### src/rtl/regfile_pkg.sv
// regfile_pkg: shared regfile geometry and write-scheduler state encoding
package regfile_pkg;
  localparam int RF_ADDR_W = 5;
  localparam int RF_DATA_W = 32;
  localparam int RF_LAST_ADDR = 31;
  typedef enum logic {SCHED_IDLE = 1'b0, SCHED_CLEAR = 1'b1} sched_state_e;
endpackage

### src/rtl/rr_arb2.sv
// rr_arb2: 2-way round-robin arbiter; pointer moves to the loser after a contended grant
module rr_arb2 (
  input  logic       clk,
  input  logic       rst,
  input  logic [1:0] req,
  input  logic       en,
  output logic [1:0] gnt,
  output logic       ptr
);
  always_comb begin
    gnt[0] = en && req[0] && (!req[1] || !ptr);
    gnt[1] = en && req[1] && (!req[0] || ptr);
  end
  always_ff @(posedge clk)
    if (rst) ptr <= 1'b0;
    else if (en && &req) ptr <= !ptr;
endmodule

### src/rtl/regfile_wport_sched.sv
// regfile_wport_sched: shares the regfile write port between two requesters and a sequenced clear
// Optional REGFILE_WSCHED_CNT_EN adds saturating per-requester handshake counters.
module regfile_wport_sched
  import regfile_pkg::*;
#(
  parameter int ADDR_W = RF_ADDR_W,
  parameter int DATA_W = RF_DATA_W
) (
  input  logic              clk,
  input  logic              rst,
  input  logic              req0_valid,
  input  logic [ADDR_W-1:0] req0_addr,
  input  logic [DATA_W-1:0] req0_data,
  output logic              req0_ready,
  input  logic              req1_valid,
  input  logic [ADDR_W-1:0] req1_addr,
  input  logic [DATA_W-1:0] req1_data,
  output logic              req1_ready,
  input  logic              clr_req,
  output logic              busy,
  output logic              rf_we,
  output logic [ADDR_W-1:0] rf_waddr,
  output logic [DATA_W-1:0] rf_wdata,
  output logic              grant_id
`ifdef REGFILE_WSCHED_CNT_EN
  ,
  output logic [15:0]       gnt_cnt0,
  output logic [15:0]       gnt_cnt1
`endif
);
  sched_state_e state, state_nxt;
  logic [ADDR_W-1:0] clr_cnt, sel_addr;
  logic [DATA_W-1:0] sel_data;
  logic [1:0] gnt;
  logic en, ptr, clr_last;
  assign en = (state == SCHED_IDLE) && !clr_req;
  assign busy = (state == SCHED_CLEAR);
  // rf_waddr carries the clear address while busy, so it doubles as the end-of-clear marker
  assign clr_last = busy && (rf_waddr == ADDR_W'(RF_LAST_ADDR));
  assign sel_addr = gnt[1] ? req1_addr : req0_addr;
  assign sel_data = gnt[1] ? req1_data : req0_data;
  rr_arb2 u_arb (
    .clk(clk),
    .rst(rst),
    .req({req1_valid, req0_valid}),
    .en (en),
    .gnt(gnt),
    .ptr(ptr)
  );
  always_comb begin
    req0_ready = en && (!req1_valid || !ptr);
    req1_ready = en && (!req0_valid || ptr);
    state_nxt = (state == SCHED_IDLE && clr_req) ? SCHED_CLEAR : clr_last ? SCHED_IDLE : state;
  end
  always_ff @(posedge clk) begin
    if (rst) begin
      state    <= SCHED_IDLE;
      rf_we    <= 1'b0;
      rf_waddr <= '0;
      rf_wdata <= '0;
      grant_id <= 1'b0;
      clr_cnt  <= ADDR_W'(1);
    end else begin
      state <= state_nxt;
      if (clr_last) begin
        rf_we   <= 1'b0;
        clr_cnt <= ADDR_W'(1);
      end else if (busy || clr_req) begin
        rf_we    <= 1'b1;
        rf_waddr <= clr_cnt;
        rf_wdata <= '0;
        clr_cnt  <= clr_cnt + ADDR_W'(1);
      end else if (|gnt) begin
        rf_we    <= |sel_addr;
        grant_id <= gnt[1];
        if (|sel_addr) begin
          rf_waddr <= sel_addr;
          rf_wdata <= sel_data;
        end
      end else rf_we <= 1'b0;
    end
  end
`ifdef REGFILE_WSCHED_CNT_EN
  always_ff @(posedge clk) begin
    if (rst || clr_req) begin
      gnt_cnt0 <= '0;
      gnt_cnt1 <= '0;
    end else begin
      if (req0_valid && req0_ready && gnt_cnt0 != 16'hFFFF) gnt_cnt0 <= gnt_cnt0 + 16'd1;
      if (req1_valid && req1_ready && gnt_cnt1 != 16'hFFFF) gnt_cnt1 <= gnt_cnt1 + 16'd1;
    end
  end
`endif
endmodule
### config.mk
export PLATFORM = sky130hd
export DESIGN_NAME = regfile_wport_sched
export DESIGN_NICKNAME = d
export VERILOG_FILES = /design/src/rtl/regfile_pkg.sv /design/src/rtl/rr_arb2.sv /design/src/rtl/regfile_wport_sched.sv
export SDC_FILE = /design/constraint.sdc
export NUM_CORES = 1
export LEC_CHECK = 0
export ABC_AREA = 1
export CORE_MARGIN = 2
export CORE_UTILIZATION = 38
export CTS_CLUSTER_SIZE = 10
export DETAILED_ROUTE_END_ITERATION = 10
export PLACE_DENSITY = 0.78
export SKIP_LAST_GASP = 1
export SYNTH_ARGS = -nofsm -noshare
export SYNTH_HDL_FRONTEND = slang
export SYNTH_SLANG_ARGS = --single-unit
export TNS_END_PERCENT = 1
### constraint.sdc
create_clock -name clk -period 1.45 [get_ports clk]
set_input_delay 0.2175 -clock clk [delete_from_list [all_inputs] [get_ports clk]]
set_output_delay 0.2175 -clock clk [all_outputs]
set_load 0.1 [all_outputs]
==> impl_metrics.csv, run 1 <==
group,metric,value,unit
setup_path,rr_worst_depth,12,
timing,hold_viol,0,
placement,dp_hpwl,5.90,mm
setup_path,cpPeakStageDelay,360,ps
layout,fin_nets,668,
layout,final_area,0.00480,mm2
placement,io_buffers,120,
setup_path,critPathLaunchType,"flop",
global_route,grtUsageTotal,0.213,
run_status,status,"finished with violations",
setup_path,worst-path-max-fanout,15,
setup_path,worstPathRequired,1640,ps
timing,timing.setup.tns,-12000,ps
layout,fin_util,0.714,
die,coreArea,0.00672,mm2
drt,ant_nets,0,
layout,fillCellCount,522,
timing,tightestPinTransition,624,ps
drt,viasPerCell,4.66,
clocking,clock_path_buffers,2,
die,rows,30,
die,dieArea,0.00755,mm2
global_route,overflow,0,
min_path,whs_path_depth,2,
layout,layout-drive-gt1-share,0.207,
setup_path,arrival,1990,ps
synthesis,synth.distinct_cells,26,
run_status,violations,"negative setup slack",
synthesis,synth-seq-cells,46,
run,cap_violations,0,
drt,drc,0,
timing,fin_ws,-355,ps
clocking,ctsRootBufferMaster,"clkbuf_8",
timing,finalCritPeriodShare,1.24,
clocking,htree_levels,2,
global_route,antenna_found_initial,0,
synthesis,syn_nets,526,
global_route,grt_max_degree,38,
min_path,hold_class,"reg2reg",
setup_path,worst_path_max_delay_cell,"dfxtp_4",
die,die_y,86.9,um
placement,placed_cells,648,
synthesis,netlist_area,0.00261,mm2
synthesis,ys_seq_area_frac,0.353,
setup_path,crit_family,"simple AND/OR/NAND/NOR gates",
pwr,total_leakage_power,2.31,nW
layout,num_antenna_cells,0,
synthesis,syn_inst,446,
global_route,grt_pass1_wl,13.1,mm
clocking,numCtsBuffers,5,
clocking,path_clk_slew,90,ps
timing,final_max_slew_viol_count,0,
pwr,power,4.39,mW
layout,final_cells,669,
setup_path,crit_chain,"nor2_4 > nand3_4 > inv_4 > nand2_2 > nand2_2 > nor2_2 > nand3_2 > nand3_4 > buf_4 > buf_16 > nor2_1 > nor2_1",
timing,maxSlewHeadroom,0.583,
placement,gp_congestion,0.807,
global_route,grt_pass1_vias,3009,
clocking,tritoncts,"yes",
timing,fmax,0.554,GHz
pwr,ir_drop,0.579,mV
timing,skew,5.70,ps
clocking,cts.sinks,46,
timing,finalSetupViolations,41,
synthesis,avgSynthCellArea,5.85,um2
setup_path,path_class,"reg2reg",
layout,syn2layout_area_growth,83.7,%
die,ioPinCount,121,
placement,placed_area,0.00444,mm2
clocking,clkLatencyLatePin,290,ps
drt,drtIter0Drc,117,
pwr,powerDensity,916,mW/mm2
drt,drt-pass1-iter-count,5,
drt,num_vias,3117,
timing,rsz0062_at_grt,"yes",
layout,multi_input_area,0.00136,mm2
layout,final-seq-area,931,um2
die,start_util,0.388,
setup_path,cp_num_buf_inv,3,
drt,drt-total-wl,8.24,mm
drt,wl_per_cell,12.3,um
setup_path,cp.depth,12,
setup_path,crit_path_end_kind,"flop",
timing,finalCriticalPeriod,1800,ps
die,die_x,86.9,um
clocking,cts_hold_buf,0,
synthesis,yosys_warnings,0,
-- final cells by class --
| class | instances | area share |
|---|---|---|
| Timing Repair Buffer | 159 | 0.431 |
| Clock buffer | 7 | 0.0180 |
| Clock inverter | 1 | 0.00104 |
| Multi-Input combinational cell | 311 | 0.283 |
| Sequential cell | 46 | 0.194 |
| Tap cell | 80 | 0.0209 |
| Inverter | 65 | 0.0517 |
-- cell families after synthesis --
group	Yosys count	share of synthesized area
DFF	46	0.353
xor gates and xnor gates	1	0.00336
buffers and inverters	89	0.151
and+or+nand+nor	280	0.431
adders and majority gates	1	0.00479
AOI/OAI and AO/OA	29	0.0570
-- cell usage in the layout, fill, tap and decap left out, types with 3 or more instances in the layout --
cell type,count
buf_4,26
buf_16,3
clkbuf_8,6
nand3_1,19
inv_1,61
dfxtp_1,40
buf_12,47
nor2_2,3
nand4_1,3
dfxtp_2,5
buf_6,4
o21ai_0,19
a21oi_1,6
nand2_2,15
nor2_1,79
nand2_1,153
clkdlybuf4s50_1,77
-- layer usage --
layer	vias to the layer above	global-route usage	wire [um]
met1	1387	0.242	3360
met4	0	0.0668	182
met2	107	0.406	4260
met3	18	0.0303	440
met5	-	0	0
li1	1605	-	-
-- what timing repair did --
| action | CTS | global route |
|---|---|---|
| pin swaps | 4 | 11 |
| cloned | 3 | 1 |
| setup endpoints to repair | 44 | 44 |
| gates resized for setup | 11 | 20 |
| setup buffers | 7 | 2 |
-- cell usage after synthesis (all sizes together) --
library cell	number	area [um2]
nor3	2	10.0
xor2	1	8.76
a31oi	1	6.26
inv	64	240
nand4	3	18.8
a21oi	7	35.0
dfxtp	46	921
nand2	168	633
nor2	83	319
clkinv	1	3.75
o21bai	1	7.51
ha	1	12.5
and3	1	6.26
nand3	22	133
o21ai	20	100
clkbuf	5	20.0
or2	1	6.26
buf	19	129
-- where the power goes --
group | internal, mW | switching (mW)
Sequential | 1.37 | 0.109
Combinational | 0.878 | 1.21
Clock | 0.386 | 0.435
Total | 2.64 | 1.75
-- path summary, 6_finish.rpt --
path / start / endpoint / slack (ps)
min: clr_cnt[4] / clr_cnt[4] / 480
max: busy / rf_wdata[20] / -350
max reg2reg: busy / rf_wdata[20] / -350
min reg2reg: clr_cnt[4] / clr_cnt[4] / 480
-- worst reg2reg max path: cells and delay by family, from the launching register on --
kind                   cells  cell delay, ps
flip-flops                 1             360
buffers and inverters      3             450
AND/OR/NAND/NOR            9             900
-- flip-flops by register name, indices dropped and copies added (netlist names) --
signal	cells
rf_wdata	32
u_arb.ptr	1
rf_waddr	5
busy	1
clr_cnt	5
rf_we	1
grant_id	1
-- per-stage QoR --
stage,setup WS [ps],hold WS [ps]
6_report,-355,483
4_1_cts,-298,470
3_3_place_gp,-509,456
2_1_floorplan,-273,287
3_5_place_dp,-669,459
5_1_grt,-438,508
No activity file was read; power rests on OpenSTA's default activity.
==> run 2: changes to the inputs <==
--- a/config.mk
+++ b/config.mk
@@ -5,12 +5,12 @@
 export SDC_FILE = /design/constraint.sdc
 export NUM_CORES = 1
 export LEC_CHECK = 0
-export ABC_AREA = 1
 export CORE_MARGIN = 2
-export CORE_UTILIZATION = 38
+export CORE_UTILIZATION = 37
+export CTS_CLUSTER_DIAMETER = 200
 export CTS_CLUSTER_SIZE = 10
 export DETAILED_ROUTE_END_ITERATION = 10
-export PLACE_DENSITY = 0.78
+export PLACE_DENSITY = 0.77
 export SKIP_LAST_GASP = 1
 export SYNTH_ARGS = -nofsm -noshare
 export SYNTH_HDL_FRONTEND = slang
==> impl_metrics.csv, run 2 <==
group,metric,value,unit
synthesis,async_reset_ff_frac,0,
setup_path,cpPeakStageDelay,420,ps
drt,num_vias,2633,
synthesis,ys_seq_area_frac,0.373,
setup_path,arrival,2000,ps
clocking,tritoncts,"yes",
setup_path,crit_family,"simple AND/OR/NAND/NOR gates",
layout,num_antenna_cells,0,
synthesis,avgSynthCellArea,8.09,um2
placement,place_ws,-736,ps
synthesis,synth-edff-count,0,
layout,final_common_cell,"clkdlybuf4s50_1",
pwr,ir_drop,0.534,mV
drt,drt-pass1-iter-count,4,
layout,final-seq-area,943,um2
drt,viasPerCell,5.15,
setup_path,worst-path-max-fanout,17,
layout,syn2layout_area_growth,81.7,%
synthesis,synth-seq-cells,46,
timing,rsz0062_at_grt,"yes",
synthesis,netlist_area,0.00247,mm2
timing,fin_ws,-344,ps
clocking,ctsRootBufferMaster,"clkbuf_8",
die,ioPinCount,121,
global_route,grt_pass1_wl,12.3,mm
timing,hold_viol,0,
drt,drtIter0Drc,170,
setup_path,critPathLaunch,"req1_addr[3]",
synthesis,synthTopCellsByCount,"nand2_1, dfxtp_1, a21oi_1, o21ai_0, a211oi_2",
drt,drt-total-wl,7.61,mm
setup_path,crit_path_end_kind,"flop",
layout,largest_reg_flops,32,
setup_path,crit_end,"rf_wdata[30]",
clocking,htree_levels,2,
layout,final_cell_mix,"clkdlybuf4s50_1, nand2_1, buf_12",
setup_path,cp.depth,8,
min_path,hold_class,"in2reg",
placement,dp_hpwl,5.70,mm
setup_path,timing.rr.start,"busy",
pwr,powerDensity,913,mW/mm2
run_status,violations,"negative setup slack",
clocking,clock_path_buffers,2,
min_path,whs_path_depth,2,
synthesis,yosys_warnings,0,
synthesis,ys.flop_type,"dfxtp_1",
synthesis,syn_inst,305,
synthesis,yosysTopAreaCell,"dfxtp_1",
run_status,status,"finished with violations",
clocking,cts.sinks,46,
layout,layout-drive-gt1-share,0.309,
layout,final_area,0.00448,mm2
timing,final_max_slew_viol_count,0,
global_route,grtUsageTotal,0.207,
drt,ant_nets,0,
synthesis,syn_nets,385,
clocking,numCtsBuffers,5,
layout,multi_input_area,0.00146,mm2
timing,fmax,0.557,GHz
drt,drc,0,
global_route,antenna_found_initial,0,
setup_path,worstPathRequired,1660,ps
synthesis,yosys-top-cells-area,"dfxtp_1, a211oi_2, nand2_1",
die,die_x,85.7,um
setup_path,worst_path_max_delay_cell,"clkdlybuf4s50_1",
die,start_util,0.386,
clocking,path_clk_slew,90,ps
synthesis,post-synth-top-count-cell,"nand2_1",
clocking,clkLatencyLatePin,290,ps
drt,wl_per_cell,14.9,um
global_route,grt_max_degree,54,
setup_path,critPathLaunchType,"input port",
setup_path,rr_endpoint,"rf_waddr[2]",
die,coreArea,0.00639,mm2
placement,placed_area,0.00434,mm2
die,dieArea,0.00734,mm2
layout,top_register,"rf_wdata",
placement,gp_congestion,0.853,
timing,skew,3.13,ps
pwr,total_leakage_power,1.85,nW
timing,finalCriticalPeriod,1790,ps
timing,maxSlewHeadroom,0.633,
layout,fin_nets,513,
run,cap_violations,0,
placement,io_buffers,120,
global_route,grt_pass1_vias,2616,
layout,largest_registers,"rf_wdata x32, clr_cnt x5, rf_waddr x5",
synthesis,synth.distinct_cells,33,
global_route,overflow,0,
setup_path,cp_num_buf_inv,3,
layout,fillCellCount,494,
setup_path,crit_chain,"clkdlybuf4s50_1 > or3_1 > nor4_2 > buf_4 > mux2i_4 > and2_4 > buf_12 > a211oi_1",
setup_path,path_class,"in2reg",
timing,finalSetupViolations,42,
synthesis,synth_top_area_frac,0.373,
timing,timing.setup.tns,-11810,ps
timing,tightestPinTransition,536,ps
timing,finalCritPeriodShare,1.24,
setup_path,rr_worst_depth,6,
pwr,power,4.09,mW
die,die_y,85.7,um
setup_path,reg2reg_setup_slack,-340,ps
die,rows,29,
-- run 2: cell count changes in the layout (fill, tap and decap cells not counted), sizes merged, moves of 5 or more --
cell,before,now
nand2,168,69
nor2,83,15
inv,64,0
a211oi,0,32
a21oi,7,35
nand3,22,2
o21ai,20,32
buf,80,73
nor2b,0,5
nor3,2,7
-- run 2: cells by family after synthesis --
group	count (synthesis)	synth area share
buf+inv	29	0.0598
mux	6	0.0264
fa+ha+maj	1	0.00507
compound gates	106	0.317
flops	46	0.373
xor+xnor	5	0.0177
simple gates	112	0.200
-- run 2: worst min-delay path by stage --
| stage | start | end | slack (ps) |
|---|---|---|---|
| final | rst | u_arb.ptr | 280 |
| after global routing | rst | u_arb.ptr | 310 |
| after CTS | rst | u_arb.ptr | 280 |
| after detailed placement | grant_id | grant_id | 500 |
| after global placement | grant_id | grant_id | 490 |
| after floorplan | req0_valid | grant_id | 400 |
-- run 2: power breakdown --
group,total (mW),leakage [nW],internal [mW],switching (mW)
registers,1.46,0.383,1.36,0.100
clock network,0.934,0.0579,0.508,0.426
logic,1.70,1.41,0.722,0.974
total,4.09,1.85,2.59,1.50
-- run 2: worst register-to-register path, stage by stage (launching register included) --
cell       delay [ps]
dfxtp_4           360
buf_4             160
nor2_4            120
nand3_2           140
buf_4             200
a2111oi_0         510
mux2_2            260
-- run 2: stage by stage --
stage | utilization | hold slack [ps] | cells
after global routing | 0.702 | 311 | 511
after detailed placement | 0.680 | 498 | 503
final | 0.702 | 285 | 511
after global placement | 0.680 | 494 | 503
after CTS | 0.700 | 281 | 511
after floorplan | - | 404 | 305
-- run 2: layout make-up --
| class | instances | share of cell area |
|---|---|---|
| Timing Repair Buffer | 150 | 0.419 |
| Multi-Input combinational cell | 230 | 0.325 |
| Sequential cell | 46 | 0.210 |
| Tap cell | 77 | 0.0215 |
| Clock buffer | 5 | 0.0154 |
| Clock inverter | 3 | 0.00893 |
-- run 2: timing repair --
action                                 in CTS  in global routing
gates resized for setup                     4                  3
hold buffers                                0                  0
endpoints found under the hold margin       0                  0
setup endpoints to repair                  42                 43
pin swaps                                   0                  1
buffers inserted                            0                  0
-- run 2: metal layers --
layer,routed length (um),track usage,vias to the layer above
li1,-,-,1328
met5,0,0,-
met2,3880,0.373,82
met3,499,0.0549,2
met1,3210,0.249,1221
met4,19,0.0361,0
==> run 3: changes to the inputs <==
--- a/config.mk
+++ b/config.mk
@@ -10,6 +10,7 @@
 export CTS_CLUSTER_DIAMETER = 200
 export CTS_CLUSTER_SIZE = 10
 export DETAILED_ROUTE_END_ITERATION = 10
+export GPL_ROUTABILITY_DRIVEN = 0
 export PLACE_DENSITY = 0.77
 export SKIP_LAST_GASP = 1
 export SYNTH_ARGS = -nofsm -noshare
==> results of run 3 <==
The final DEF is identical to that of run 2; final timing and power are the same.
